**src/rtl/clk_tick_gen_pkg.sv**
```systemverilog
// Shared types and default divisor constants for the clk_tick_gen clock-enable generator.
package clk_tick_gen_pkg;

  localparam int unsigned CNT_W_DEF = 16;
  localparam int unsigned MAX_NCH   = 8;
  localparam int unsigned CH_IDX_W  = 3;

  typedef logic [CNT_W_DEF-1:0] div_t;
  typedef logic [CH_IDX_W-1:0]  chan_idx_t;

  localparam int unsigned CLK_FREQ_HZ = 100_000_000;
  localparam int unsigned RAM_FREQ_HZ = 50_000_000;
  localparam int unsigned RTC_FREQ_HZ = 10_000_000;

  // (clk/target)/2 - 1, floored at zero so very fast targets still yield a legal divisor.
  function automatic div_t freq_to_div(int unsigned clk_hz, int unsigned tgt_hz);
    int unsigned half;
    half = (clk_hz / tgt_hz) / 2;
    return (half == 0) ? '0 : div_t'(half - 1);
  endfunction

  // Width of a channel-select field; a single channel still gets one bit.
  function automatic int unsigned ch_width(int unsigned nch);
    return (nch > 1) ? $clog2(nch) : 1;
  endfunction

  localparam div_t DIV_RAM = freq_to_div(CLK_FREQ_HZ, RAM_FREQ_HZ);
  localparam div_t DIV_RTC = freq_to_div(CLK_FREQ_HZ, RTC_FREQ_HZ);

  localparam logic [2*CNT_W_DEF-1:0] DIV_INIT_DEF = {DIV_RTC, DIV_RAM};

endpackage

```
**src/rtl/clk_tick_chan.sv**
```systemverilog
// One divider channel: counter, active/pending divisor, 1-cycle tick and 50% phase output.
// With CLK_TICK_GEN_SYNC_EN defined, the align input restarts the channel and applies pending state.
module clk_tick_chan
  import clk_tick_gen_pkg::*;
#(
  parameter int unsigned      CNT_W   = CNT_W_DEF,
  parameter logic [CNT_W-1:0] DIV_RST = '0
) (
  input  logic             clock,
  input  logic             reset,
  input  logic             en,
`ifdef CLK_TICK_GEN_SYNC_EN
  input  logic             align,
`endif
  input  logic             cfg_we,
  input  logic [CNT_W-1:0] cfg_div,
  output logic             tick,
  output logic             phase,
  output logic             busy
);

  logic [CNT_W-1:0] cnt_q, cnt_d;
  logic [CNT_W-1:0] div_q, div_d;
  logic [CNT_W-1:0] pend_q, pend_d;
  logic             busy_q, busy_d;
  logic             tick_q, tick_d;
  logic             phase_q, phase_d;
  logic             at_term;
  logic [CNT_W-1:0] reload_div;
  logic             restart;

`ifdef CLK_TICK_GEN_SYNC_EN
  assign restart = align;
`else
  assign restart = 1'b0;
`endif

  // cnt never passes div because div only changes at a reload; >= is purely defensive.
  assign at_term = (cnt_q >= div_q);

  // A write is only accepted while nothing is pending, so the two sources never collide.
  assign reload_div = cfg_we ? cfg_div : (busy_q ? pend_q : div_q);

  always_comb begin
    cnt_d   = cnt_q;
    div_d   = div_q;
    pend_d  = pend_q;
    busy_d  = busy_q;
    tick_d  = 1'b0;
    phase_d = phase_q;
    if (restart || !en) begin
      cnt_d   = '0;
      phase_d = 1'b0;
      div_d   = reload_div;
      busy_d  = 1'b0;
    end else if (at_term) begin
      cnt_d   = '0;
      tick_d  = 1'b1;
      phase_d = ~phase_q;
      div_d   = reload_div;
      busy_d  = 1'b0;
    end else begin
      cnt_d = cnt_q + CNT_W'(1);
      // Mid-period write is parked so the period in flight completes with the old divisor.
      if (cfg_we) begin
        pend_d = cfg_div;
        busy_d = 1'b1;
      end
    end
  end

  always_ff @(posedge clock) begin
    if (reset) begin
      cnt_q   <= '0;
      div_q   <= DIV_RST;
      pend_q  <= '0;
      busy_q  <= 1'b0;
      tick_q  <= 1'b0;
      phase_q <= 1'b0;
    end else begin
      cnt_q   <= cnt_d;
      div_q   <= div_d;
      pend_q  <= pend_d;
      busy_q  <= busy_d;
      tick_q  <= tick_d;
      phase_q <= phase_d;
    end
  end

  assign tick  = tick_q;
  assign phase = phase_q;
  assign busy  = busy_q;

endmodule

```
**src/rtl/clk_tick_gen.sv**
```systemverilog
// Multi-channel programmable clock-enable generator: NCH independent tick/phase dividers.
// Define CLK_TICK_GEN_SYNC_EN to add the sync input that realigns every channel at once.
module clk_tick_gen
  import clk_tick_gen_pkg::*;
#(
  parameter int unsigned              NCH      = 2,
  parameter int unsigned              CNT_W    = CNT_W_DEF,
  parameter logic [NCH*CNT_W-1:0]     DIV_INIT = DIV_INIT_DEF
) (
  input  logic                     clock,
  input  logic                     reset,
  input  logic [NCH-1:0]           en,
  input  logic                     cfg_valid,
  output logic                     cfg_ready,
  input  logic [ch_width(NCH)-1:0] cfg_ch,
  input  logic [CNT_W-1:0]         cfg_div,
  output logic [NCH-1:0]           tick,
  output logic [NCH-1:0]           phase,
  output logic [NCH-1:0]           busy
`ifdef CLK_TICK_GEN_SYNC_EN
  ,
  input  logic                     sync
`endif
);

  chan_idx_t      cfg_idx;
  logic [NCH-1:0] cfg_we;

  assign cfg_idx = chan_idx_t'(cfg_ch);

  // Out-of-range channel numbers match nothing, so they read ready and are silently dropped.
  always_comb begin
    cfg_ready = 1'b1;
    for (int i = 0; i < int'(NCH); i++) begin
      if (cfg_idx == chan_idx_t'(i)) begin
        cfg_ready = ~busy[i];
      end
    end
`ifdef CLK_TICK_GEN_SYNC_EN
    if (sync) begin
      cfg_ready = 1'b0;
    end
`endif
  end

  for (genvar g = 0; g < NCH; g++) begin : g_chan
    assign cfg_we[g] = cfg_valid && cfg_ready && (cfg_idx == chan_idx_t'(g));

    clk_tick_chan #(
      .CNT_W   (CNT_W),
      .DIV_RST (DIV_INIT[g*CNT_W +: CNT_W])
    ) u_chan (
      .clock   (clock),
      .reset   (reset),
      .en      (en[g]),
`ifdef CLK_TICK_GEN_SYNC_EN
      .align   (sync),
`endif
      .cfg_we  (cfg_we[g]),
      .cfg_div (cfg_div),
      .tick    (tick[g]),
      .phase   (phase[g]),
      .busy    (busy[g])
    );
  end

endmodule

```
**config.mk**
```make
export PLATFORM = sky130hd
export DESIGN_NAME = clk_tick_gen
export DESIGN_NICKNAME = d
export VERILOG_FILES = /design/src/rtl/clk_tick_gen_pkg.sv /design/src/rtl/clk_tick_chan.sv /design/src/rtl/clk_tick_gen.sv
export SDC_FILE = /design/constraint.sdc
export NUM_CORES = 1
export LEC_CHECK = 0
export CORE_MARGIN = 2
export CORE_UTILIZATION = 40
export CTS_CLUSTER_SIZE = 16
export DETAILED_ROUTE_END_ITERATION = 12
export RECOVER_POWER = 50
export SLEW_MARGIN = 20
export SYNTH_ARGS = -nofsm -noshare
export SYNTH_HDL_FRONTEND = slang
export SYNTH_SLANG_ARGS = --single-unit
```
**constraint.sdc**
```tcl
create_clock -name clock -period 2.5 [get_ports clock]
set_clock_uncertainty 0.1 [all_clocks]
set_input_delay 0.75 -clock clock [delete_from_list [all_inputs] [get_ports clock]]
set_output_delay 0.75 -clock clock [all_outputs]
set_load 0.05 [all_outputs]
```
Yosys cells after proc, flatten, opt, wreduce, memory -nomap -nowiden:

Index checks and enable logic that the tools add are counted.

* equal/unequal tests: 2
* bitwise logic cells: 8
* reductions and logical operators: 10
* add/sub/neg operators: 2
* muxes and demuxes: 12
* $lt $le $gt $ge: 2

Operators by type and width (number)
* 16-bit two-way mux: 8
* 16-bit by 1-bit adder with 16-bit output, second input constant: 2
* 16-bit >= comparator: 2
* 1-bit NOT: 8
* 3-bit AND reduction: 2
* 3-bit OR reduction: 2
* 1-bit two-way mux: 4
* 2-bit by 1-bit != test with 1-bit output, second input constant: 2
* 2-bit OR reduction: 2
* 1-bit logical AND: 3
* 3-bit zero test: 1

* register bits after elaboration: 102
* output and inout bits: 7
* word-level logic and storage cells: 48

Logic depth before layout (Yosys ltp):

Gate-level depths: netlist (run 1).

* word-level depth: 8
* mapped depth: 10
* gate-level depth less buffers: 8

Cells and area by module:

A second synthesis (run 1) with hierarchy kept.

* cells, all modules: 536
* area total of the unflattened synthesis: 5177.5 µm²

Modules (own cells, without submodules)
* clk_tick_chan (g_chan[0].u_chan): times used 1, area each 2595.0 µm², cells an instance 283
* clk_tick_chan (g_chan[1].u_chan): times used 1, area each 2556.2 µm², cells an instance 250
* clk_tick_gen: times used 1, area each 26.3 µm², cells an instance 3

Least setup slack after synthesis (run 1):

Ideal clock, no wire load.

* kind: input to output
* start point: in cfg_ch
* end point: out cfg_ready
* stages: 1
* path slack: 54 ps
* path buffers: 0
* arrival: 1596 ps
* cell sequence: mux2i_1

* cells in the longest elaborated chain, start to end: 3

Ends and longest elaborated chain
* start: declaration: RTL line clk_tick_gen.sv:15 `input logic [ch_width(NCH)-1:0] cfg_ch,`
* 3-bit zero test: RTL line clk_tick_gen.sv:35 `if (cfg_idx == chan_idx_t'(i)) begin`
* 1-bit two-way mux: RTL line clk_tick_gen.sv:35
* 1-bit two-way mux *: RTL line clk_tick_gen.sv:35
* end: declaration: RTL line clk_tick_gen.sv:14 `output logic cfg_ready,`

Every way passes the cells marked *; elsewhere a longest branch is shown, timed or not.

Worst setup path after layout (run 1):

* start point: reg g_chan[0].u_chan.phase_q
* end point: out phase[0]

RTL lines
* start: declaration: RTL line clk_tick_chan.sv:27 `logic phase_q, phase_d;`
* start signal: assignment: RTL line clk_tick_chan.sv:86 `phase_q <= phase_d;`
* end: declaration: RTL line clk_tick_gen.sv:18 `output logic [NCH-1:0] phase,`

No word-level cell between the ends.

==> results_dict.tcl, run 1 <==
set metrics [dict create \
    cts_tree "built" \
    synthesis.area_per_instance_um2 8.85 \
    power_per_cell_area_nw_per_um2 587 \
    globalRoute.totalOverflow 0 \
    summed_instance_area_of_the_synthesized_netlist_um2 5410 \
    critPathLaunchType "flop" \
    fp.dieArea_um2 14500 \
    synth.yosys.warnings 0 \
    die_width_um 120 \
    max_cap_viol_count 0 \
    fp.coreArea_um2 13200 \
    cts.clk_slew.worst_paths_ps 70 \
    first_pass_grt_wire_length_um 18700 \
    routed_len_inst_um 13.3 \
    final_worst_slack_ps 82.5 \
    grt_start_max_net_pins 83 \
    synth_edf_count 0 \
    cp.buffers_inverters 1 \
    timing_max_transition_violations_final 0 \
    numPortBuffers 28 \
    drtAntennaViolNets 0 \
    die_height_um 120 \
    postSynthRegisterBits 102 \
    post_synth_num_cell_types 46 \
    synth_nets 667 \
    route.detailed.vias_per_inst 5.05 \
    antennaDiodeCount 0 \
    initial_antenna_violation_count 0 \
    path_cells "dlygate4sd3_1" \
    synth_seq_area_share 0.378 \
    timing.hold.ws_ps 367 \
    timing.final.crit_period_ps 2420 \
    wirelength_um 10900 \
    design.final.nets 696 \
    worst-slew-pin-transition_ps 604 \
    critical_path_class "reg -> out" \
    boundaryPins 29 \
    cpPeakStageDelay_ps 880 \
    cp_slowest_cell "sky130_fd_sc_hd__dlygate4sd3_1" \
    first_iter_violations 206 \
    cts_made_buffers 9 \
    htree_levels 3 \
    clock_latency_ps 340 \
    synth_top_cell_area_share 0.378 \
    clock_tree.buffer_depth 2 \
    drive_gt1_frac 0.127 \
    num_rows 42 \
    dp_worst_setup_slack_ps -73.0 \
    end_kind "output port" \
    synth_top_cells_by_count "sky130_fd_sc_hd__dfxtp_1 (102), sky130_fd_sc_hd__a21oi_1 (59), sky130_fd_sc_hd__inv_1 (54)" \
    grt_pass1_vias 4006 \
    place_congestion 0.749 \
    design_power_total_mw 3.67 \
    dp_hpwl_um 8020 \
    timing.slew.headroom 0.599 \
    groute.usage.overall 0.158 \
    synth_top_cells_by_area "sky130_fd_sc_hd__dfxtp_1 (38%), sky130_fd_sc_hd__ha_1 (7.9%), sky130_fd_sc_hd__a21oi_1 (5.5%)" \
    worst_vdd_rail_ir_drop_mv 0.334 \
    clkSinkCount 102 \
    hold_viol_final 0 \
    post_cts_hold_buffer_count 0 \
    synth_top_flop_cell "sky130_fd_sc_hd__dfxtp_1" \
    clock-root-buffer "sky130_fd_sc_hd__clkbuf_16" \
    cp.required_ps 1650 \
    cp_data_arrival_time_ps 1570 \
    postSynth.asyncResetShare 0 \
    hp-class "reg -> reg" \
    route.detailed.drc 0 \
    leakage_power_nw 2.29 \
    areaGrowthSynthToFinish_pct 15.6 \
    syn-instance-count 611 \
    floorplan.initialDensity 0.408 \
    dr_pass1_iterations 8 \
    yosysMostFrequentCell "sky130_fd_sc_hd__dfxtp_1" \
    min_period_over_period 0.967 \
    timing.fmax_mhz 414 \
    fin_cells 821 \
    critical-path-top-delay-family "buffers and inverters" \
    synth_largest_area_cell "sky130_fd_sc_hd__dfxtp_1" \
    dr_total_vias 4148 \
    setup_violations 0 \
    critical_path_peak_fanout 3 \
    result_of_the_run "finished clean" \
    setup_total_negative_slack_ps 0 \
    dp.cells 802 \
]
## registers in the layout, indices dropped and copies added (netlist names)
name                  count
g_chan.u_chan.cnt_q      32
g_chan.u_chan.div_q      32
g_chan.u_chan.pend_q     32
g_chan.u_chan.busy        2
g_chan.u_chan.phase       2
g_chan.u_chan.tick        2
## timing repair
| item | 4_1_cts | 5_1_grt |
|---|---|---|
| resized for setup | 2 | 1 |
| endpoints found under the setup margin | 1 | 18 |
| buffers inserted | 0 | 2 |
| cloned | 0 | 1 |
| pin swaps | 0 | 4 |
| hold endpoints to repair | 0 | 0 |
## cells by family (layout without fill, tap and decap cells)
logic type,after synthesis,count (layout),share of synthesized area
adders and majority gates,34,34,0.0787
DFF,102,102,0.378
AOI/OAI and AO/OA,150,151,0.205
and+or+nand+nor,186,186,0.181
muxes,17,17,0.0315
xor gates and xnor gates,29,29,0.0470
buffers and inverters,93,126,0.0789
## stage by stage
stage          instance area [µm²]   util
5_1_grt                       6250  0.472
2_1_floorplan                 5410      -
3_3_place_gp                  5960  0.450
4_1_cts                       6230  0.471
6_report                      6250  0.472
3_5_place_dp                  5960  0.450
## cells in the final DEF, fill, tap and decap left out, types with 10 or more instances in the layout
cell type	instances
sky130_fd_sc_hd__xor2_1	20
sky130_fd_sc_hd__and3_1	10
sky130_fd_sc_hd__dfxtp_1	102
sky130_fd_sc_hd__o21ai_0	38
sky130_fd_sc_hd__mux2i_1	17
sky130_fd_sc_hd__nand3_1	29
sky130_fd_sc_hd__nand2b_1	35
sky130_fd_sc_hd__clkdlybuf4s50_1	19
sky130_fd_sc_hd__a2bb2oi_1	15
sky130_fd_sc_hd__nand2_1	51
sky130_fd_sc_hd__a21oi_1	58
sky130_fd_sc_hd__nor2_1	35
sky130_fd_sc_hd__buf_4	21
sky130_fd_sc_hd__ha_1	34
sky130_fd_sc_hd__a311oi_2	10
sky130_fd_sc_hd__inv_1	54
## final timing paths
kind	start	end	slack, ps	cells after the start
max	g_chan[0].u_chan.phase$_SDFFE_PP0P_	phase[0]	80	1
min	g_chan[0].u_chan.cnt_q[0]$_SDFF_PP0_	g_chan[0].u_chan.cnt_q[0]$_SDFF_PP0_	370	1
max reg2reg	g_chan[0].u_chan.div_q[11]$_SDFFE_PP0P_	g_chan[0].u_chan.div_q[14]$_SDFFE_PP0P_	130	10
min reg2reg	g_chan[0].u_chan.cnt_q[0]$_SDFF_PP0_	g_chan[0].u_chan.cnt_q[0]$_SDFF_PP0_	370	1
## routing by layer
layer / global-route usage / vias up / wire, µm
met2: 0.271 / 41 / 5370
met5: 0 / - / 0
li1: - / 2146 / -
met3: 0.0325 / 18 / 324
met1: 0.198 / 1943 / 5040
met4: 0.0531 / 0 / 187
## final cells by class
class | count | area [µm²]
clock buffers | 10 | 229
fillers | 1291 | 7000
well taps | 176 | 220
multi-input cells | 417 | 2950
inverters | 54 | 203
repair buffers | 56 | 554
flip-flops and latches | 102 | 2040
clock inverters | 6 | 45.0
## power breakdown
part / switching (mW) / internal [mW] / leakage, nW
logic: 0.325 / 0.273 / 1.32
clock network: 0.633 / 0.685 / 0.138
registers: 0.0461 / 1.71 / 0.830
total: 1.00 / 2.67 / 2.29
Power figures use the tool's default switching activity.
==> run 2, diff against run 1 <==
Settings changed: ABC_AREA set to 1, SYNTH_HIERARCHICAL set to 1.
==> run 2 against run 1 <==
Register-to-register slack gained 60 ps. Clock-buffer cell count fell by 1. Sequential power is essentially flat. Critical path type is now in -> out. Largest cell class unchanged.
==> results_dict.tcl, run 2 <==
set metrics [dict create \
    post_synth_num_cell_types 35 \
    synth_nets 860 \
    cts_tree "built" \
    mostFrequentLayoutCell "sky130_fd_sc_hd__nand2_1" \
    finalInstanceArea_um2 6240 \
    timing.slew.headroom 0.663 \
    final_worst_slack_ps 63.9 \
    critical_path_class "in -> out" \
    r2r.worst_path.cells 9 \
    dr_pass1_iterations 4 \
    clock-root-buffer "sky130_fd_sc_hd__clkbuf_16" \
    drtAntennaViolNets 0 \
    route.detailed.vias_per_inst 4.39 \
    end_kind "output port" \
    result_of_the_run "finished clean" \
    post_cts_hold_buffer_count 0 \
    num_rows 42 \
    drive_gt1_frac 0.0916 \
    yosysMostFrequentCell "sky130_fd_sc_hd__nand2_1" \
    die_width_um 122 \
    fp.dieArea_um2 14800 \
    timing.critical_path.from "cfg_ch" \
    dp_hpwl_um 7440 \
    first_iter_violations 223 \
    cts_post_setup_buffers_inserted 0 \
    synthesis.area_per_instance_um2 6.87 \
    groute.usage.overall 0.157 \
    timing_max_transition_violations_final 0 \
    power_per_cell_area_nw_per_um2 632 \
    n_fill_cell 1440 \
    syn-instance-count 804 \
    cp_data_arrival_time_ps 1590 \
    initial_antenna_violation_count 0 \
    largest_registers "g_chan.u_chan/cnt_q x32, g_chan.u_chan/div_q x32, g_chan.u_chan/pend_q x32" \
    hold_viol_final 0 \
    synth_top_flop_cell "sky130_fd_sc_hd__dfxtp_1" \
    leakage_power_nw 3.08 \
    synth.yosys.warnings 6 \
    clkSinkCount 102 \
    hold-path-cell-count 1 \
    worst-slew-pin-transition_ps 504 \
    first_pass_grt_wire_length_um 18500 \
    grt_start_max_net_pins 33 \
    max_cap_viol_count 0 \
    die_height_um 122 \
    timing.fmax_mhz 410 \
    cp.required_ps 1650 \
    fp.coreArea_um2 13300 \
    clock_latency_ps 350 \
    cts_made_buffers 9 \
    boundaryPins 29 \
    design.final.nets 881 \
    grt_pass1_vias 3933 \
    critical_path.reg2reg.startpoint "g_chan[1].u_chan/cnt_q[13]$_SDFF_PP0_" \
    floorplan.initialDensity 0.414 \
    dp.cells 990 \
    postPlaceCellArea_um2 5970 \
    cts.clk_slew.worst_paths_ps 70 \
    postSynthRegisterBits 102 \
    globalRoute.totalOverflow 0 \
    timing.final.crit_period_ps 2440 \
    dr_total_vias 4413 \
    synth_top_cells_by_count "sky130_fd_sc_hd__nand2_1 (227), sky130_fd_sc_hd__nor2_1 (150), sky130_fd_sc_hd__inv_1 (107)" \
    summed_instance_area_of_the_synthesized_netlist_um2 5530 \
    worst_vdd_rail_ir_drop_mv 0.406 \
    setup_total_negative_slack_ps 0 \
    antennaDiodeCount 0 \
    cts_resized 0 \
    wirelength_um 10700 \
    postSynth.asyncResetShare 0 \
    min_period_over_period 0.974 \
    finish.utilization 0.467 \
    route.detailed.drc 0 \
    synth_top_cells_by_area "sky130_fd_sc_hd__dfxtp_1 (37%), sky130_fd_sc_hd__nand2_1 (15%), sky130_fd_sc_hd__nor2_1 (10%)" \
    setup_violations 0 \
    layout_common_cells "sky130_fd_sc_hd__nand2_1 (228), sky130_fd_sc_hd__nor2_1 (150), sky130_fd_sc_hd__inv_1 (109)" \
    numPortBuffers 28 \
    place_congestion 0.741 \
    dp_worst_setup_slack_ps 61.2 \
    synth_largest_area_cell "sky130_fd_sc_hd__dfxtp_1" \
    clock_tree.buffer_depth 2 \
    routed_len_inst_um 10.6 \
    areaGrowthSynthToFinish_pct 12.9 \
    critPathLaunchType "input port" \
    synth_seq_area_share 0.370 \
    synth_top_cell_area_share 0.370 \
    fin_cells 1006 \
    hold_start "g_chan[1].u_chan/cnt_q[0]$_SDFF_PP0_" \
    grt_setup_unrepaired "false" \
    htree_levels 3 \
    synth_edf_count 0 \
    hp-class "reg -> reg" \
    critical_path_peak_fanout 2 \
]
-- run 2: cell types whose count changed in the layout (fill, tap and decap cells not counted), moves of 15 or more --
| cell | before | now |
|---|---|---|
| sky130_fd_sc_hd__a21oi_1 | 58 | 17 |
| sky130_fd_sc_hd__a2bb2oi_1 | 15 | 0 |
| sky130_fd_sc_hd__buf_4 | 21 | 6 |
| sky130_fd_sc_hd__inv_1 | 54 | 109 |
| sky130_fd_sc_hd__mux2i_1 | 17 | 0 |
| sky130_fd_sc_hd__nand2_1 | 51 | 228 |
| sky130_fd_sc_hd__nand2b_1 | 35 | 0 |
| sky130_fd_sc_hd__nand3_1 | 29 | 10 |
| sky130_fd_sc_hd__nor2_1 | 35 | 150 |
| sky130_fd_sc_hd__nor2_2 | 3 | 18 |
-- run 2: kinds of logic (layout without fill, tap and decap cells) --
| logic type | Yosys count | count (layout) | synth area share |
|---|---|---|---|
| flops | 102 | 102 | 0.370 |
| xor+xnor | 12 | 12 | 0.0190 |
| simple gates | 458 | 458 | 0.364 |
| compound gates | 58 | 58 | 0.0589 |
| fa+ha+maj | 34 | 34 | 0.0770 |
| buf+inv | 140 | 166 | 0.111 |
-- run 2: stage by stage --
step | power [mW] | hold slack (ps)
floorplan | 2.31 | 329
global placement | 2.46 | 347
detailed placement | 2.47 | 359
CTS | 4.02 | 370
global route | 4.18 | 408
finish | 3.95 | 368
-- run 2: per-layer routing --
| layer | track usage | part of all wire | vias to the layer above | wire length [µm] |
|---|---|---|---|---|
| li1 | - | - | 2480 | - |
| met1 | 0.215 | 0.53 | 1882 | 5680 |
| met2 | 0.245 | 0.43 | 44 | 4560 |
| met3 | 0.0412 | 0.031 | 7 | 334 |
| met4 | 0.0431 | 0.012 | 0 | 126 |
| met5 | 0 | 0 | - | 0 |
-- run 2: cell type report --
type | count | area (µm²) | area share
Clock buffer | 9 | 225 | 0.0361
Tap cell | 176 | 220 | 0.0353
Timing Repair Buffer | 38 | 403 | 0.0646
Sequential cell | 102 | 2040 | 0.327
Multi-Input combinational cell | 562 | 2830 | 0.454
Inverter | 112 | 420 | 0.0674
Clock inverter | 7 | 96.3 | 0.0154
-- run 2: power breakdown --
| part | total [mW] | internal (mW) | switching, mW | leakage, nW |
|---|---|---|---|---|
| logic | 0.658 | 0.232 | 0.425 | 2.09 |
| registers | 1.75 | 1.72 | 0.0310 | 0.831 |
| clock network | 1.53 | 0.884 | 0.650 | 0.160 |
| total | 3.95 | 2.84 | 1.11 | 3.08 |
-- run 2: critical path, stage by stage --
cell	delay, ps
sky130_fd_sc_hd__clkdlybuf4s50_1	480
sky130_fd_sc_hd__inv_1	50
sky130_fd_sc_hd__nand2_2	70
sky130_fd_sc_hd__nand2_1	80
sky130_fd_sc_hd__buf_12	150
-- run 2: worst paths after layout --
check	end	slack, ps
max	cfg_ready	60
min	g_chan[1].u_chan/cnt_q[0]$_SDFF_PP0_	370
max reg2reg	g_chan[1].u_chan/div_q[8]$_SDFFE_PP0P_	190
min reg2reg	g_chan[1].u_chan/cnt_q[0]$_SDFF_PP0_	370
==> edit, RTL diff (config.mk and constraints of run 1) <==
Add an input register stage for `cfg_div`; this delays it by one clock. The other inputs are not delayed to match.
--- a/src/rtl/clk_tick_gen.sv
+++ b/src/rtl/clk_tick_gen.sv
@@ -24,2 +24,8 @@
 );
+
+  logic [CNT_W-1:0] cfg_div_q;
+
+  always_ff @(posedge clock) begin
+    cfg_div_q <= cfg_div;
+  end
 
@@ -59,3 +65,3 @@
       .cfg_we  (cfg_we[g]),
-      .cfg_div (cfg_div),
+      .cfg_div (cfg_div_q),
       .tick    (tick[g]),
Behaviour: not the same (Yosys sat finds a counterexample within 4 cycles, from zero or initial values and one cycle with reset high).
==> edit against run 1 <==
- synthesized cell count is 2.9% lower
- sequential power grew 17%
- synthesized area is 0.51% lower
- first-iteration DRC count shrank 21%
- worst setup slack better by 0.015 ns
- combinational power fell by 11%
- cell area rose by 6.2%
- register-to-register slack lost 0.02 ns
- global-route usage rose by 0.77 points
- power rose by 39%
- sequential cell count is 16 higher
- wire length shrank 0.69%
- critical endpoint is now phase[1]
- largest power group is now clock
- highest routed layer unchanged
==> edit: results (changes against run 1) <==
* Number of fill cells in the layout at 1226 (-5.0%)
* Detailed-route via count at 3962 (-4.5%)
* Leakage power total at 2.68 nW (+17%)
* Met2 track demand over resource at 26.9% (-0.18 points)
* CTS H-Tree Depth at 4 (+1)
* Worst R2R Setup Slack at 0.11 ns (-0.02 ns)
* Average footprint of a synthesized cell at 9.07 sq um (+2.5%)
* Capture point of the worst path: phase[1]
* Seq/Total Area, Yosys at 43.9% (+6.1 points)
* Crit path DAT at 1.55 ns (-0.02 ns)
* Main combinational cell family by area after synthesis: simple AND/OR/NAND/NOR gates
* Compound-gate portion of the synthesized area at 13.0% (-7.5 points)
* Inserted Clock Buffers at 17 (+8)
* Worst stage delay on the critical path at 0.80 ns (-0.08 ns)
* Fin Hold WS at 0.378 ns (+0.0111 ns)
* HPWL after detailed placement at 7.77 mm (-3.1%)
* Status: finished clean
* Number of vias per cell after detailed routing at 4.87 (-3.7%)
* Routability congestion estimate from global placement at 0.794 (+5.9%)
* Post-placement cell count at 783 (-2.4%)
* Number of distinct standard cells referenced by the synthesized netlist at 38 (-17%)
* Critical path launch point: g_chan[1].u_chan.phase
* Switching power share of the total at 22.6% (-4.8 points)
* M1 GR Usage at 20.2% (+0.39 points)
* Syn nets at 649 (-2.7%)
* Headroom to the max-slew limit at 60.5% (+0.62 points)
* Wire length of the first global-routing pass at 19.0 mm (+1.3%)
* Worst-Skew Late Latency at 0.41 ns (+0.07 ns)
## edit: changes by cell type after synthesis, moves of 6 or more
cell,before,now
sky130_fd_sc_hd__a211oi_1,1,15
sky130_fd_sc_hd__a21oi_1,59,31
sky130_fd_sc_hd__a311oi_2,10,0
sky130_fd_sc_hd__dfxtp_1,102,118
sky130_fd_sc_hd__mux2i_1,17,32
sky130_fd_sc_hd__nand2_1,51,15
sky130_fd_sc_hd__nand3_1,29,16
sky130_fd_sc_hd__nand3b_1,1,18
sky130_fd_sc_hd__nor2_1,36,64
sky130_fd_sc_hd__nor2_4,9,0
sky130_fd_sc_hd__nor3_1,1,7
## edit: layout make-up
| cell class | instances | area [sq um] | area share [%] |
|---|---|---|---|
| clock buffers | 22 | 464 | 6.99 |
| clock inverters | 9 | 150 | 2.26 |
| repair buffers | 48 | 533 | 8.03 |
| flip-flops and latches | 118 | 2360 | 35.6 |
| inverters | 54 | 203 | 3.05 |
| well taps | 176 | 220 | 3.32 |
| multi-input cells | 387 | 2700 | 40.7 |
